File: config.mk
export PLATFORM = sky130hd
export DESIGN_NAME = idex_pipe_stage
export DESIGN_NICKNAME = d
export VERILOG_FILES = /design/src/rtl/idex_pipe_stage_pkg.sv /design/src/rtl/pipe_skid_buf.sv /design/src/rtl/idex_pipe_stage.sv
export SDC_FILE = /design/constraint.sdc
export NUM_CORES = 1
export LEC_CHECK = 0
export CAP_MARGIN = 20
export CORE_MARGIN = 8
export CORE_UTILIZATION = 30
export DETAILED_ROUTE_END_ITERATION = 7
export REMOVE_ABC_BUFFERS = 1
export SLEW_MARGIN = 20
export SYNTH_ARGS = -nofsm -noshare
export SYNTH_HDL_FRONTEND = slang
export SYNTH_HIERARCHICAL = 1
export SYNTH_SLANG_ARGS = --single-unit
File: constraint.sdc
create_clock -name clk -period 2 [get_ports clk]
set_input_delay 0.4 -clock clk [delete_from_list [all_inputs] [get_ports clk]]
set_output_delay 0.4 -clock clk [all_outputs]
set_load 0.1 [all_outputs]
File: src/rtl/idex_pipe_stage_pkg.sv
// ---------------------------------------------------------------------------
// idex_pipe_stage_pkg
// Shared definitions for the decode->execute pipeline register and the generic
// skid buffer it is built on. Holds the default control-word width, the bit
// position of each field inside the packed control word, the buffer state
// encoding and a helper that computes the packed payload width.
// ---------------------------------------------------------------------------
package idex_pipe_stage_pkg;

   // Default width of the packed control word
   // {RegWrite,MemtoReg,MemWrite,ALUControl[2:0],ALUSrc,RegDst}.
   localparam int CTRL_W_DEF = 8;

   // Bit positions of the individual control fields inside the control word.
   // Downstream stages use these instead of magic numbers.
   localparam int CTRL_REGWRITE   = 7;
   localparam int CTRL_MEMTOREG   = 6;
   localparam int CTRL_MEMWRITE   = 5;
   localparam int CTRL_ALUCTRL_HI = 4;
   localparam int CTRL_ALUCTRL_LO = 2;
   localparam int CTRL_ALUSRC     = 1;
   localparam int CTRL_REGDST     = 0;

   // Occupancy of the two-entry buffer: nothing held, only the main entry
   // held, or main plus the skid entry held.
   typedef enum logic [1:0] {
      ST_EMPTY = 2'd0,
      ST_FULL  = 2'd1,
      ST_SKID  = 2'd2
   } skidState_t;

   // Width of the packed payload {Ctrl,Rd1,Rd2,Rs,Rt,Rd,SignImm}.
   function automatic int payloadWidth(input int ctrlW, input int wordW, input int regAw);
      return ctrlW + 3 * wordW + 3 * regAw;
   endfunction

endpackage

File: src/rtl/pipe_skid_buf.sv
// ---------------------------------------------------------------------------
// pipe_skid_buf
// Generic two-entry valid/ready pipeline buffer on an opaque packed payload.
// With SKID=1 the upstream ready is a register: a second (skid) entry absorbs
// the one transfer that can arrive in the cycle the downstream stalls, so no
// combinational path runs from outReady to inReady. With SKID=0 it is a plain
// single-entry register whose ready is ~outValid | outReady.
// A synchronous flush empties the buffer and discards any same-cycle input;
// payload registers keep their contents across a flush.
//
// Ports
//   clk       clock, all state changes on posedge
//   clr       synchronous active-high reset, dominates everything
//   flush     synchronous kill of all held entries
//   inValid   upstream offers inData
//   inReady   buffer can accept (transfer when inValid & inReady)
//   inData    packed payload from upstream
//   outValid  head entry valid
//   outReady  downstream consumes (transfer when outValid & outReady)
//   outData   payload of the head entry, holds last value when invalid
// ---------------------------------------------------------------------------
module pipe_skid_buf
   import idex_pipe_stage_pkg::*;
#(
   parameter int W    = 8,
   parameter int SKID = 1
) (
   input  logic         clk,
   input  logic         clr,
   input  logic         flush,
   input  logic         inValid,
   output logic         inReady,
   input  logic [W-1:0] inData,
   output logic         outValid,
   input  logic         outReady,
   output logic [W-1:0] outData
);

   skidState_t   state;
   skidState_t   stateNext;
   logic [W-1:0] mainQ;
   logic [W-1:0] skidQ;
   logic         readyQ;
   logic         acceptIn;
   logic         takeOut;
   logic         loadMainIn;
   logic         loadMainSkid;
   logic         loadSkid;

   // The head entry is always the main register; any non-empty state means
   // there is something for the downstream stage to look at.
   assign outValid = (state != ST_EMPTY);
   assign outData  = mainQ;

   // In skid mode the ready seen upstream comes straight from a flop. In
   // single-entry mode the only way to accept while full is to be emptied in
   // the same cycle, so ready has to look at outReady.
   assign inReady  = (SKID != 0) ? readyQ : (~outValid | outReady);

   assign acceptIn = inValid & inReady;
   assign takeOut  = outValid & outReady;

   // Next-state and load-enable decode. A flush overrides every handshake:
   // the buffer empties and a transfer offered in the same cycle is thrown
   // away, because decode is being flushed too. When the head leaves and a
   // new word arrives together the main entry is simply replaced, so the
   // stream keeps full throughput without a bubble. The skid entry is only
   // filled when a word arrives while the head is stalled, and it moves into
   // main as soon as the head is consumed.
   always_comb begin
      stateNext    = state;
      loadMainIn   = 1'b0;
      loadMainSkid = 1'b0;
      loadSkid     = 1'b0;
      if (flush) begin
         stateNext = ST_EMPTY;
      end else begin
         case (state)
            ST_EMPTY: begin
               if (acceptIn) begin
                  stateNext  = ST_FULL;
                  loadMainIn = 1'b1;
               end
            end
            ST_FULL: begin
               if (acceptIn && takeOut) begin
                  stateNext  = ST_FULL;
                  loadMainIn = 1'b1;
               end else if (acceptIn && (SKID != 0)) begin
                  stateNext = ST_SKID;
                  loadSkid  = 1'b1;
               end else if (takeOut) begin
                  stateNext = ST_EMPTY;
               end
            end
            ST_SKID: begin
               if (takeOut) begin
                  stateNext    = ST_FULL;
                  loadMainSkid = 1'b1;
               end
            end
            default: begin
               stateNext = ST_EMPTY;
            end
         endcase
      end
   end

   // State, registered ready and payload storage. Ready is computed from the
   // next state so it is already correct in the cycle the buffer fills up;
   // it drops to 0 for the reset cycle itself and comes up one cycle after
   // clr is released. Payload registers only change on an explicit load, so
   // a stalled or flushed head keeps its bits.
   always_ff @(posedge clk) begin
      if (clr) begin
         state  <= ST_EMPTY;
         readyQ <= 1'b0;
         mainQ  <= '0;
         skidQ  <= '0;
      end else begin
         state  <= stateNext;
         readyQ <= (stateNext != ST_SKID);
         if (loadMainIn) begin
            mainQ <= inData;
         end else if (loadMainSkid) begin
            mainQ <= skidQ;
         end
         if (loadSkid) begin
            skidQ <= inData;
         end
      end
   end

endmodule

File: src/rtl/idex_pipe_stage.sv
// ---------------------------------------------------------------------------
// idex_pipe_stage
// Decode->execute pipeline register. Carries one decoded instruction from the
// control unit / register file (D side) to the ALU / forwarding logic (E side)
// with a valid/ready handshake, stall, synchronous flush and an optional
// two-entry skid buffer. Bubbles are explicit: CtrlE reads all zeros whenever
// validE is low, while the data fields keep their last values. Two saturating
// counters report stalled cycles and bubble cycles.
//
// Ports
//   clk, clr                     clock / synchronous active-high reset
//   flushE                       kill every held instruction
//   validD, readyD               decode-side handshake
//   CtrlD, Rd1D, Rd2D            control word and register read data
//   RsD, RtD, RdD, SignImmD      register specifiers and immediate
//   validE, readyE               execute-side handshake (readyE=0 stalls)
//   CtrlE                        control word, masked to 0 when invalid
//   Rd1E, Rd2E, RsE, RtE, RdE,
//   SignImmE                     head-entry payload
//   stallCnt                     cycles with validE & ~readyE, saturating
//   bubbleCnt                    cycles with validE = 0, saturating
// ---------------------------------------------------------------------------
module idex_pipe_stage
   import idex_pipe_stage_pkg::*;
#(
   parameter int size   = 31,
   parameter int REG_AW = 5,
   parameter int CTRL_W = CTRL_W_DEF,
   parameter int SKID   = 1,
   parameter int CNT_W  = 16
) (
   input  logic              clk,
   input  logic              clr,
   input  logic              flushE,
   input  logic              validD,
   output logic              readyD,
   input  logic [CTRL_W-1:0] CtrlD,
   input  logic [size:0]     Rd1D,
   input  logic [size:0]     Rd2D,
   input  logic [REG_AW-1:0] RsD,
   input  logic [REG_AW-1:0] RtD,
   input  logic [REG_AW-1:0] RdD,
   input  logic [size:0]     SignImmD,
   output logic              validE,
   input  logic              readyE,
   output logic [CTRL_W-1:0] CtrlE,
   output logic [size:0]     Rd1E,
   output logic [size:0]     Rd2E,
   output logic [REG_AW-1:0] RsE,
   output logic [REG_AW-1:0] RtE,
   output logic [REG_AW-1:0] RdE,
   output logic [size:0]     SignImmE,
   output logic [CNT_W-1:0]  stallCnt,
   output logic [CNT_W-1:0]  bubbleCnt
);

   localparam int              WORD_W  = size + 1;
   localparam int              PW      = payloadWidth(CTRL_W, WORD_W, REG_AW);
   localparam logic [CNT_W-1:0] CNT_MAX = {CNT_W{1'b1}};
   localparam logic [CNT_W-1:0] CNT_ONE = {{(CNT_W-1){1'b0}}, 1'b1};

   logic [PW-1:0]     payloadD;
   logic [PW-1:0]     payloadE;
   logic [CTRL_W-1:0] ctrlHeld;

   // The whole instruction travels as one opaque word so the buffer stays
   // reusable for the later pipeline registers; order is control first,
   // then the two read values, the three specifiers and the immediate.
   assign payloadD = {CtrlD, Rd1D, Rd2D, RsD, RtD, RdD, SignImmD};

   pipe_skid_buf #(
      .W    (PW),
      .SKID (SKID)
   ) skidBuf (
      .clk      (clk),
      .clr      (clr),
      .flush    (flushE),
      .inValid  (validD),
      .inReady  (readyD),
      .inData   (payloadD),
      .outValid (validE),
      .outReady (readyE),
      .outData  (payloadE)
   );

   assign {ctrlHeld, Rd1E, Rd2E, RsE, RtE, RdE, SignImmE} = payloadE;

   // A bubble must never write a register or memory, so the control word is
   // gated by validE. The data fields are left alone to avoid needless
   // toggling on the forwarding muxes.
   assign CtrlE = ctrlHeld & {CTRL_W{validE}};

   // Performance counters. A stall is a cycle where execute holds a valid
   // instruction but refuses it; a bubble is any cycle with nothing valid,
   // flushed cycles included. Both stick at all-ones and only clr clears
   // them, so software can read them at leisure without wrap ambiguity.
   always_ff @(posedge clk) begin
      if (clr) begin
         stallCnt  <= '0;
         bubbleCnt <= '0;
      end else begin
         if (validE && !readyE && (stallCnt != CNT_MAX)) begin
            stallCnt <= stallCnt + CNT_ONE;
         end
         if (!validE && (bubbleCnt != CNT_MAX)) begin
            bubbleCnt <= bubbleCnt + CNT_ONE;
         end
      end
   end

endmodule
Yosys cells after proc, flatten, opt, wreduce, memory -nomap -nowiden:

Cells that the tools add are included.

* add/subtract/negate cells: 2
* multipliers: 0
* divide/modulo/power cells: 0
* magnitude comparators: 0
* equal/unequal tests: 5
* shift-type cells: 0
* multiplexer cells: 19
* bitwise operators: 3
* reductions and logical operators: 9

Operators with widths (number)
* 119-bit 2-to-1 mux: 2
* 16-bit by 1-bit adder with 16-bit output (second input constant): 2
* 16-bit inequality test (second input constant): 2
* 2-bit 2-to-1 mux: 6
* 1-bit 2-to-1 mux: 9
* 8-bit AND: 1
* 2-bit one-hot mux with 3 select lines: 1
* 1-bit logical AND: 4
* 2-bit nonzero test: 2
* 1-bit AND: 2
* 2-bit by 1-bit == test with 1-bit output (second input constant): 1
* 2-bit == test (second input constant): 1
* 1-bit zero test: 2
* 2-bit zero test: 1
* 2-bit inequality test (second input constant): 1
* 1-bit one-hot mux with 2 select lines: 1

* register bits: 273
* latch bits: 0
* RAM bits: 0
* memory bits (read-only): 0
* input bits: 124
* logic and storage cells: 44
* memories: 0

Logic depth before layout (Yosys ltp):

Gate-level depths: netlist of the first run.

* depth in word-level cells: 8
* depth in mapped cells: 6
* mapped depth without buffers: 5

By module:

The synthesis of the first run kept the hierarchy.

By module, submodules not included
* pipe_skid_buf: times used 1, cells each 1238, area each 9955.8 um^2, sequential area each 4824.6 um^2
* idex_pipe_stage: times used 1, cells each 195, area each 1704.1 um^2, sequential area each 640.6 um^2

Least setup slack after synthesis of the first run:

Ideal clock, no wire load.

* kind: register to output
* from: reg skidBuf.state[1]
* to: out CtrlE[0]
* arrival: 2.136 ns
* required time: 1.600 ns
* setup slack: -0.536 ns
* stages on the path, launching flop included: 5
* buffers on the path: 2
* path through: dfxtp_1 or2_2 clkbuf_1 clkbuf_1 and2_1

* cells in the longest elaborated chain, start to end: 2

Ends and longest elaborated chain
* start: declaration: RTL line pipe_skid_buf.sv:39 `skidState_t state;`
* start signal: assignment: RTL line pipe_skid_buf.sv:121 `state <= stateNext;`
* 2-bit nonzero test: RTL line pipe_skid_buf.sv:52 `assign outValid = (state != ST_EMPTY);`
* via validE: RTL line idex_pipe_stage.sv:44 `output logic validE,`
* 8-bit AND: RTL line idex_pipe_stage.sv:91 `assign CtrlE = ctrlHeld & {CTRL_W{validE}};`
* end: declaration: RTL line idex_pipe_stage.sv:46 `output logic [CTRL_W-1:0] CtrlE,`

The timed path passes the listed nets, and every way through them passes these cells.

Final worst setup path of the first run:

* from: reg skidBuf.state[1]
* to: out CtrlE[5]

* cells in the longest elaborated chain, start to end: 2

Ends and longest elaborated chain (RTL line)
* 2-bit nonzero test: pipe_skid_buf.sv:52
* 8-bit AND: idex_pipe_stage.sv:91

Every way passes these cells.

==> flow_metrics.py, run 1 <==
metrics = {
    "clocking": {
        "cts.clk_slew.worst_paths_ns": 0.06,
        "cts_root_buf": "clkbuf_16",
        "cts_num_sinks": 273,
        "h-tree-depth": 1,
        "postCtsHoldBufs": 0,
        "cts_tree": "done",
        "clock_latency_ns": 0.56,
        "clockBufferDepth": 3,
        "cts_buffers": 31,
    },
    "setup_path": {
        "crit_required_ns": 1.60,
        "r2r_end": "stallCnt[4]$_SDFFE_PP0P_",
        "end_kind": "output pin",
        "path_max_fanout": 4,
        "arrival_ns": 1.66,
        "path_class": "register to output pin",
        "r2r_slack_ns": 0.11,
        "reg2regPathDepth": 6,
        "setup.worst_path.start_class": "register",
        "r2r-start": "stallCnt[0]$_SDFFE_PP0P_",
    },
    "logic_synthesis": {
        "syn_inst": 1433,
        "synth_seq_area_share": 0.469,
        "synth_edf_count": 0,
        "synth-seq-cells": 273,
        "synth_common_cells": "dfxtp_1 (273), nand2_1 (249), a21oi_1 (133), o21ai_0 (129), nand3_1 (127)",
        "yosys_warnings": 6,
        "synth_area_leaders": "dfxtp_1 (47%), a311oi_1 (9.0%), nand2_1 (8.0%)",
        "synth_top_flop_cell": "dfxtp_1",
        "syn_area_sq_um": 11700,
        "synth_top_area_frac": 0.469,
        "avgSynthCellArea_sq_um": 8.14,
        "yosys.area.top_type": "dfxtp_1",
        "synth-async-reset-ratio": 0,
        "yosysMostFrequentCell": "dfxtp_1",
        "synthDistinctLibCells": 50,
    },
    "global_route": {
        "grt.total_usage": 0.170,
        "overflow": 0,
        "grt_max_degree": 78,
        "antenna_found_initial": 3,
        "grt_pass1_vias": 11800,
        "grt_pass1_wl_mm": 63.8,
    },
    "hold_path": {
        "min_from": "clr",
        "hold_end": "bubbleCnt[12]$_SDFFE_PP0P_",
        "whs_path_depth": 2,
        "hp-class": "primary input to register",
    },
    "detailed_routing": {
        "post_drt_wl_per_cell_um": 18.2,
        "viasPerCell": 5.38,
        "vias": 12100,
        "ant_nets": 0,
        "route.detailed.drc": 0,
        "drt_iter0_drc": 799,
        "first_pass_iters": 5,
        "routed_wl_mm": 40.9,
    },
    "cells_and_area": {
        "nets": 1826,
        "drive_gt1_frac": 0.198,
        "area_delta_synth_final_pct": 41.9,
        "multi_input_area_sq_um": 5560,
        "stdcell_area_sq_um": 16500,
        "seq_area_sq_um": 5470,
        "fillCellCount": 3781,
    },
    "die": {
        "die_area_sq_um": 45400,
        "io_pins": 277,
        "rows": 72,
        "coreArea_sq_um": 38500,
        "die_h_um": 213,
        "initial_utilization": 0.303,
        "die_w_um": 213,
    },
    "pwr": {
        "power.leakage_nw": 5.82,
        "power.density_nw_per_um2": 819,
        "ir_drop_mv": 0.567,
        "p_total_mw": 13.6,
    },
    "outcome": {
        "status": "complete, but fails checks",
        "violations": "setup timing",
    },
    "place": {
        "place_hpwl_mm": 26.8,
        "io_buffers": 276,
        "placed_cell_area_sq_um": 15400,
        "place_congestion": 0.814,
    },
    "sta": {
        "hold_viol_final": 0,
        "period_share": 1.03,
        "hold_slack_ns": 0.288,
        "rsz0062_at_grt": "yes",
        "min_period_ns": 2.06,
        "setup-violations-final": 7,
        "max_freq_mhz": 485,
        "skew_ns": 0.0115,
        "fin_ws_ns": -0.0616,
        "slew_headroom": 0.700,
        "final-max-slew-violation-count": 0,
        "tightestPinTransition_ns": 0.446,
    },
    "flow_run": {
        "cap_violations": 0,
    },
}
[power by group]
part / leakage [nW] / switching, mW / internal (mW)
clock network: 0.515 / 2.33 / 3.48
logic: 3.09 / 1.45 / 0.607
registers: 2.21 / 0.101 / 5.58
[final cells by class]
class,instances,share of cell area
clock inverter,11,0.00832
multi-input combinational,1003,0.336
clock buffer,45,0.0543
sequential,273,0.330
tap,518,0.0392
antenna,2,0.000302
timing repair buffer,384,0.230
inverter,7,0.00159
[through the flow]
| stage | instances | TNS (ns) | setup slack [ns] | utilization |
|---|---|---|---|---|
| finish | 2243 | -0.126 | -0.0616 | 0.430 |
| global route | 2243 | -0.532 | -0.109 | 0.430 |
| CTS | 2240 | -0.625 | -0.126 | 0.430 |
| detailed placement | 2181 | -19.08 | -0.206 | 0.401 |
| global placement | 2181 | -14.79 | -0.155 | 0.401 |
| floorplan | 1283 | -1625.71 | -6.80 | - |
[per-layer routing]
metal	track usage	share of wire	vias to the layer above
met5	0	0.00032	-
met4	0.0475	0.017	2
met3	0.0418	0.087	50
met1	0.219	0.43	5802
li1	-	-	5768
met2	0.280	0.46	446
[state kept, by name (all words and copies together) (netlist names)]
name and cells:
skidBuf/outData 119, skidBuf/skidQ 119, bubbleCnt 16, stallCnt 16, skidBuf/state 2, skidBuf/inReady 1
[timing repair]
| item | CTS | global route |
|---|---|---|
| pin swaps | 1 | 2 |
| setup buffers | 3 | 1 |
| setup endpoints to repair | 10 | 13 |
| gates resized for setup | 11 | 1 |
[critical path, stage by stage, from the launching register on]
cell and delay [ns]:
dfxtp_1 0.31, or2_4 0.25, buf_6 0.13, buf_6 0.11
and2_4 0.14, buf_12 0.16
[placed cells by master, fill, tap and decap left out, types with 3 or more instances in the layout]
cell type,count
nand2b_1,3
nand2_1,247
buf_12,48
clkdlybuf4s50_1,122
nor2b_1,7
nand3_1,127
clkbuf_8,8
xor2_1,3
buf_4,211
dfxtp_1,272
and4b_1,3
bufinv_16,3
nand4b_1,4
clkbuf_1,7
o211ai_1,3
o21ai_0,129
a211oi_1,3
a21oi_1,133
and2_1,3
clkinv_2,6
clkbuf_16,31
a311oi_1,120
nor3_1,123
nor2_1,19
or4_1,5
o31ai_1,5
mux2_2,6
inv_1,7
and2_4,6
nand4_1,6
nor4_1,5
o41ai_1,3
or3_1,4
[worst max-delay path by stage]
| stage | startpoint | to | slack, ns | cells after the start |
|---|---|---|---|---|
| final | skidBuf/state[1]$_SDFF_PP0_ | CtrlE[5] | -0.06 | 5 |
| after global routing | skidBuf/state[1]$_SDFF_PP0_ | CtrlE[5] | -0.11 | 5 |
| after CTS | skidBuf/state[0]$_SDFF_PP0_ | CtrlE[5] | -0.13 | 5 |
| after detailed placement | readyE | skidBuf/outData[72]$_SDFFE_PP0P_ | -0.21 | 6 |
| after global placement | readyE | skidBuf/outData[91]$_SDFFE_PP0P_ | -0.16 | 6 |
| after floorplan | readyE | skidBuf/outData[0]$_SDFFE_PP0P_ | -6.80 | 3 |
[kinds of logic after synthesis]
group | synth area share
AOI/OAI and AO/OA | 0.218
xor gates and xnor gates | 0.00301
DFF | 0.469
muxes | 0.00751
and+or+nand+nor | 0.239
adders and majority gates | 0.00215
buffers and inverters | 0.0615
Note: power is estimated with default switching activity, not from simulation.
==> run 2: changes to the inputs <==
--- a/config.mk
+++ b/config.mk
@@ -6,6 +6,7 @@
 export NUM_CORES = 1
 export LEC_CHECK = 0
 export CAP_MARGIN = 20
+export CORE_ASPECT_RATIO = 0.5
 export CORE_MARGIN = 8
 export CORE_UTILIZATION = 30
 export DETAILED_ROUTE_END_ITERATION = 7
==> run 2 against run 1 <==
The flow now finishes without violations; count of clock-buffer cells in the layout is 4 lower; clock power is 12% lower; first-iteration DRC count is 3.0% higher; sequential power hardly changed; maximum frequency is 3.5% higher; power is 4.8% lower; critical path type unchanged.
==> flow_metrics.py, run 2 (synthesized netlist as in run 1, its figures left out) <==
metrics = {
    "outcome": {
        "status": "complete, no violations",
    },
    "sta": {
        "final-max-slew-violation-count": 0,
        "slew_headroom": 0.721,
        "finalSetupTns_ns": 0,
        "max_freq_mhz": 502,
        "skew_ns": 0.0137,
        "hold_viol_final": 0,
        "period_share": 0.996,
        "rsz0062_at_grt": "yes",
        "tightestPinTransition_ns": 0.413,
        "setup-violations-final": 0,
        "fin_ws_ns": 0.00720,
        "min_period_ns": 1.99,
    },
    "place": {
        "pre_cts_ws_ns": -0.171,
        "place_congestion": 0.797,
        "io_buffers": 276,
        "place_hpwl_mm": 29.3,
    },
    "global_route": {
        "grt_util_met2": 0.313,
        "gr-max-usage-layer": "met2",
        "grt.total_usage": 0.175,
        "grt_max_degree": 73,
        "met3_usage": 0.0213,
        "grt_pass1_wl_mm": 65.6,
        "antenna_found_initial": 2,
        "grt_pass1_vias": 11100,
        "use_met1": 0.210,
        "overflow": 0,
    },
    "setup_path": {
        "arrival_ns": 1.59,
        "path_class": "register to output pin",
        "reg2regPathDepth": 6,
        "r2r_end": "bubbleCnt[14]$_SDFFE_PP0P_",
        "r2r_slack_ns": 0.11,
        "end_kind": "output pin",
        "setup.worst_path.start_class": "register",
        "r2r-start": "skidBuf/state[0]$_SDFF_PP0_",
        "crit_required_ns": 1.60,
        "path_max_fanout": 13,
    },
    "clocking": {
        "clockBufferDepth": 3,
        "cts_tree": "done",
        "cts_num_sinks": 273,
        "cts.clk_slew.worst_paths_ns": 0.07,
        "clock_latency_ns": 0.55,
        "cts_root_buf": "clkbuf_16",
        "cts_buffers": 27,
        "h-tree-depth": 1,
    },
    "detailed_routing": {
        "route.detailed.drc": 0,
        "viasPerCell": 5.23,
        "drt_iter0_drc": 823,
        "first_pass_iters": 5,
        "routed_wl_mm": 42.4,
        "post_drt_wl_per_cell_um": 18.9,
        "ant_nets": 0,
        "vias": 11800,
    },
    "die": {
        "io_pins": 277,
        "die_area_sq_um": 45800,
        "initial_utilization": 0.302,
        "coreArea_sq_um": 38600,
        "die_h_um": 155,
        "rows": 51,
        "die_w_um": 295,
    },
    "cells_and_area": {
        "final_common_cell": "dfxtp_1",
        "drive_gt1_frac": 0.197,
        "final_cell_mix": "dfxtp_1 (272), nand2_1 (247), buf_4 (203), a21oi_1 (133), o21ai_0 (129)",
        "nets": 1827,
        "area_delta_synth_final_pct": 42.5,
        "fillCellCount": 3773,
    },
    "hold_path": {
        "whs_path_depth": 2,
        "hp-class": "primary input to register",
        "hold_end": "skidBuf/skidQ[94]$_SDFFE_PP0P_",
        "min_from": "clr",
    },
    "pwr": {
        "power.density_nw_per_um2": 777,
        "power.leakage_nw": 5.81,
        "p_total_mw": 12.9,
        "ir_drop_mv": 0.497,
    },
    "flow_run": {
        "cap_violations": 0,
    },
}
==> run 2: timing repair <==
action / 4_1_cts / 5_1_grt
hold buffers: 0 / 0
gates resized for setup: 14 / 1
pin swaps: 1 / 0
buffers inserted: 3 / 0
endpoints found under the setup margin: 9 / 10
==> run 2: how the worst max path moves through the flow <==
stage	cells past startpoint	endpoint	start	slack, ns
final	4	CtrlE[6]	skidBuf/state[0]$_SDFF_PP0_	0.007
after global routing	4	CtrlE[6]	skidBuf/state[0]$_SDFF_PP0_	-0.04
after CTS	4	CtrlE[6]	skidBuf/state[0]$_SDFF_PP0_	-0.02
after detailed placement	6	skidBuf/outData[53]$_SDFFE_PP0P_	readyE	-0.17
after global placement	6	skidBuf/outData[108]$_SDFFE_PP0P_	readyE	-0.1
after floorplan	3	skidBuf/outData[0]$_SDFFE_PP0P_	readyE	-6.80
==> run 2: layout make-up <==
cell class,count,area [sq um],area share
inverters,7,26.3,0.00158
multi-input cells,1003,5560,0.335
well taps,530,663,0.0399
diodes,2,5.00,0.000301
clock buffers,41,818,0.0492
clock inverters,5,57.6,0.00346
flip-flops and latches,273,5470,0.329
repair buffers,389,4020,0.242
==> run 2: per-stage QoR <==
stage,area (sq um),cells,utilization,hold slack [ns]
floorplan,11000,1283,-,0.445
global placement,15700,2199,0.406,0.461
detailed placement,15700,2199,0.406,0.467
CTS,16600,2248,0.430,0.253
global route,16600,2250,0.430,0.264
finish,16600,2250,0.430,0.268
==> run 2: power breakdown <==
group / internal (mW) / leakage [nW] / total, mW / switching (mW)
clock: 2.93 / 0.434 / 5.13 / 2.20
combinational: 0.627 / 3.16 / 2.10 / 1.47
sequential: 5.58 / 2.21 / 5.68 / 0.0995
total: 9.14 / 5.81 / 12.9 / 3.77
==> run 2: worst max-delay path, cell delays in order, from the launching register on <==
cell and delay (ns):
dfxtp_2 0.32, or2_4 0.26, buf_12 0.15, and2_4 0.16, buf_12 0.16
==> run 2: routing by layer <==
layer	routed length, um	vias up
li1	-	5784
met5	0	-
met2	22000	280
met3	1420	85
met1	17200	5611
met4	1870	0
==> variant 1: new RTL, settings of run 1 <==
The parameter `CNT_W` goes from 16 to 32.
--- a/src/rtl/idex_pipe_stage.sv
+++ b/src/rtl/idex_pipe_stage.sv
@@ -28,5 +28,5 @@
    parameter int CTRL_W = CTRL_W_DEF,
    parameter int SKID   = 1,
-   parameter int CNT_W  = 16
+   parameter int CNT_W  = 32
 ) (
    input  logic              clk,
Interface: changed (resized bubbleCnt and stallCnt); port bits go from 277 to 309. The function was not compared with the original's and may differ.
==> variant 1 against run 1 <==
First-iteration DRC count up 37%. Core utilization up 1.9 points. Cell area up 19%. The run still ends with negative setup slack left. Power up 11%. Via count up 18%. Sequential share of layout area down 2.1 points. Area after synthesis up 14%. Hold slack better by 0.033 ns. Routed wire length up 16%. Setup slack worse by 0.019 ns. Sequential cell count up 32. Global-route usage up 0.49 points. Sequential power up 11%. Critical path type is now reg2reg. Fmax down 0.93%.
==> variant 1: results (changes against run 1) <==
GRT Total Usage 17.5% (was 17.0%); reg2reg end stallCnt[1] (was stallCnt[4]); Max stage delay on crit path 0.58 ns (was 0.31 ns); DRT iter0 DRCs 1098 (was 799); worst hold endpoint bubbleCnt[24] (was bubbleCnt[12]); Top delay family on crit path simple AND/OR/NAND/NOR gates (was buffers and inverters); top post-synthesis cells by count 305 x dfxtp_1, 260 x nand2_1, 165 x a21oi_1 (was 273 x dfxtp_1, 249 x nand2_1, 133 x a21oi_1); Synth Register Bits 305 (was 273); n_diodes 0 (was 2); site row count 77 (was 72); clk_skew 0.0150 ns (was 0.0115 ns); fin worst setup slack -0.0811 ns (was -0.0616 ns); R2R cell count 8 (was 6); YS warnings 6 (unchanged); number of fill cells 4246 (was 3781); LEAKAGE 7.02 nW (was 5.82 nW); Port Buffer Count 308 (was 276); WL/cell 17.9 um (was 18.2 um); count of different cell masters after synthesis 52 (was 50); vias in the first global route 14100 (was 11800); multi-input logic area 0.00667 mm2 (was 0.00556 mm2); top cells by area, synth dfxtp_1 46%, a311oi_1 7.8%, nand2_1 7.3%, a21oi_1 6.2%, o21ai_0 5.5% (was dfxtp_1 47%, a311oi_1 9.0%, nand2_1 8.0%, a21oi_1 5.7%, o21ai_0 5.5%); asr flop ratio synth 0% (unchanged); H-tree depth 2 (was 1); TritonCTS Buffers 37 (was 31); violated checks negative setup slack (unchanged); slowest cell on the critical path or4_4 (was dfxtp_1); clk slew on worst S/H paths 0.05 ns; FF-to-FF setup slack -0.08 ns (was 0.11 ns); clock buffer count 55 (was 45); Signal buf overhead 25.4% (was 23.0%); largest net degree at the start of global routing 79 (was 78); First-pass DRT Iterations 5 (unchanged); RD Place Congestion 0.794 (was 0.814); outcome complete, but fails checks (unchanged); FF/Latch Area 0.00612 mm2 (was 0.00547 mm2); via density per instance 5.38 (about the same); relative slew slack 60.5% (was 70.0%); Post-DP HPWL 32100 um (was 26800 um); crit-path max FO 8 (was 4); Post-synth EDFFs 0 (unchanged); antenna violations before repair 0 (was 3); ClkCell Share 5.98% (was 6.26%); global-route wire length before repair 74100 um (was 63800 um); Setup TNS Final -0.547 ns (was -0.126 ns); reg-to-reg startpoint stallCnt[1] (was stallCnt[0]); Inverters 12 (was 7); Plain + repair buffers 517 (was 384); NumNets Final 2157 (was 1826); sequential share of the synthesized area 45.9% (was 46.9%); layout cells sized above 1 25.6% (was 19.8%); setup violators final 23 (was 7); placed instance area 0.0183 mm2 (was 0.0154 mm2); Max IR drop VDD 453 uV (was 567 uV); Hold Slack 0.321 ns (was 0.288 ns); Worst Hold Class in2reg (unchanged); fraction of area in multi-input gates 33.7% (was 33.6%); Multi-In Gates 1158 (was 1003)
[variant 1: worst max-delay path by stage]
stage,startpoint,end,slack [ns],cells past startpoint
final,stallCnt[1],stallCnt[1],-0.08,8
after global routing,stallCnt[1],stallCnt[19],-0.13,7
after CTS,stallCnt[1],stallCnt[1],-0.07,8
after detailed placement,stallCnt[0],stallCnt[1],-0.35,8
after global placement,readyE,stallCnt[23],-0.30,7
after floorplan,readyE,skidBuf/outData[0],-6.80,3
[variant 1: metrics by stage]
step / instances / setup WS, ns
2_1_floorplan: 1475 / -6.80
3_3_place_gp: 2576 / -0.297
4_1_cts: 2643 / -0.0711
6_report: 2649 / -0.0811
5_1_grt: 2649 / -0.135
3_5_place_dp: 2576 / -0.353
[variant 1: cells by family (layout without fill, tap and decap cells)]
kind of cell / count (synthesis) / count (layout) / synth area share [%]
compound gates: 464 / 464 / 21.8
xor+xnor: 9 / 9 / 0.592
fa+ha+maj: 2 / 2 / 0.188
buf+inv: 177 / 594 / 6.09
flops: 305 / 305 / 45.9
mux: 8 / 8 / 0.658
simple gates: 675 / 675 / 24.8
[variant 1: what timing repair did]
| item | CTS | global route |
|---|---|---|
| hold endpoints to repair | 0 | 0 |
| buffers inserted | 2 | 5 |
| hold buffers | 0 | 0 |
| resized for setup | 25 | 48 |
| pin swaps | 12 | 17 |
| gates cloned | 0 | 1 |
| endpoints found under the setup margin | 52 | 50 |
[variant 1: power by group]
group          total [mW]  leakage (nW)  internal (mW)  switching, mW
sequential           6.32          2.48           6.22          0.100
combinational        2.13          3.95          0.642           1.48
clock                6.61         0.586           3.92           2.69
[variant 1: per-layer routing]
layer	part of all wire (%)	GRT usage (%)	up-vias
li1	-	-	6800
met1	45	23.0	6853
met5	0	0.293	-
met4	2.2	5.54	0
met2	46	28.4	527
met3	7.0	3.63	74
==> variant 2: new RTL, config.mk and constraints of run 1 <==
Without the edit above. Register the output `bubbleCnt` once more; this adds one clock of latency there. The other outputs are not delayed to match. Comments in the files are not updated.
--- a/src/rtl/idex_pipe_stage.sv
+++ b/src/rtl/idex_pipe_stage.sv
@@ -60,4 +60,6 @@
    localparam logic [CNT_W-1:0] CNT_ONE = {{(CNT_W-1){1'b0}}, 1'b1};
 
+   logic [CNT_W-1:0] bubbleCnt_s0;
+
    logic [PW-1:0]     payloadD;
    logic [PW-1:0]     payloadE;
@@ -98,14 +100,18 @@
       if (clr) begin
          stallCnt  <= '0;
-         bubbleCnt <= '0;
+         bubbleCnt_s0 <= '0;
       end else begin
          if (validE && !readyE && (stallCnt != CNT_MAX)) begin
             stallCnt <= stallCnt + CNT_ONE;
          end
-         if (!validE && (bubbleCnt != CNT_MAX)) begin
-            bubbleCnt <= bubbleCnt + CNT_ONE;
+         if (!validE && (bubbleCnt_s0 != CNT_MAX)) begin
+            bubbleCnt_s0 <= bubbleCnt_s0 + CNT_ONE;
          end
       end
    end
 
+   always_ff @(posedge clk) begin
+      bubbleCnt <= bubbleCnt_s0;
+   end
+
 endmodule
Behaviour: not the same (Yosys sat finds a counterexample within 4 cycles, from zero or initial values).
==> variant 2 against run 1 <==
Sequential cell count grew 16. Setup slack gained 0.13 ns. Synthesized cell count up 2.3%. Die area grew 2.5%. Critical path type unchanged. Power is 6.5% higher. Non-clock buffer count down 13. First-iteration DRC count grew 26%. Combinational power is essentially flat. Critical endpoint is now CtrlE[6]. Cell area grew 2.0%. Core utilization shrank 0.32 points. Routed wire length is 0.44% lower. Area after synthesis grew 2.7%.
==> variant 2: results (changes against run 1) <==
reg-to-reg startpoint skidBuf/state[0] (was stallCnt[0]); met1 WL 18500 um (was 17800 um); TritonCTS Buffers 34 (was 31); Top delay family on crit path simple AND/OR/NAND/NOR gates (was buffers and inverters); n_diodes 0 (was 2); crit-path max FO 11 (was 4); DRT iter0 DRCs 1008 (was 799); via density per instance 5.37 (was 5.38); met3 wire len 3080 um (was 3580 um); mux cell area share after synthesis 0.460% (was 0.751%); Post-Synth Adder-Cell Area 0.209% (was 0.215%); Clock Latency Late Sink 0.53 ns (was 0.56 ns); grt met1 use 22.4% (was 21.9%); Worst Hold Class reg2reg (was in2reg); top post-synthesis cells by count 289 x dfxtp_1, 249 x nand2_1, 140 x a21oi_1 (was 273 x dfxtp_1, 249 x nand2_1, 133 x a21oi_1); largest net degree at the start of global routing 77 (was 78); layout cells sized above 1 18.1% (was 19.8%); Int Pwr 10.4 mW (was 9.67 mW); switching power 4.02 mW (was 3.88 mW); clk_skew 0.0125 ns (was 0.0115 ns); outcome finished, final reports clean (was complete, but fails checks); Post-DP HPWL 27000 um (was 26800 um); DP Worst Slack -0.160 ns (was -0.206 ns); placed instance area 0.0157 mm2 (was 0.0154 mm2); RD Place Congestion 0.811 (was 0.814); NumNets Final 1844 (was 1826)
variant 2: cell types whose count changed after synthesis, sizes merged, moves of 3 or more:
cell / delta
nand4: +3
buf: +4
dfxtp: +16
nand4b: -3
or3: +9
xor2: -3
and3: +4
nor2: -5
o21ai: +5
a21oi: +7
variant 2: through the flow:
step / instances / setup TNS (ns)
after CTS: 2267 / 0
final: 2267 / 0
after global routing: 2267 / 0
after global placement: 2206 / -8.21
after detailed placement: 2206 / -9.68
after floorplan: 1311 / -1621.56
variant 2: what timing repair did:
action / in CTS / in global routing
resized for setup: 1 / 0
setup endpoints to repair: 9 / 0
buffers inserted: 2 / 0
variant 2: final cells by class:
| class | count | area, um2 |
|---|---|---|
| Fill cell | 3862 | 22700 |
| Multi-Input combinational cell | 1014 | 5510 |
| Inverter | 8 | 30.0 |
| Timing Repair Buffer | 371 | 3750 |
| Clock inverter | 5 | 50.0 |
| Clock buffer | 55 | 1100 |
| Sequential cell | 289 | 5790 |
| Tap cell | 525 | 657 |
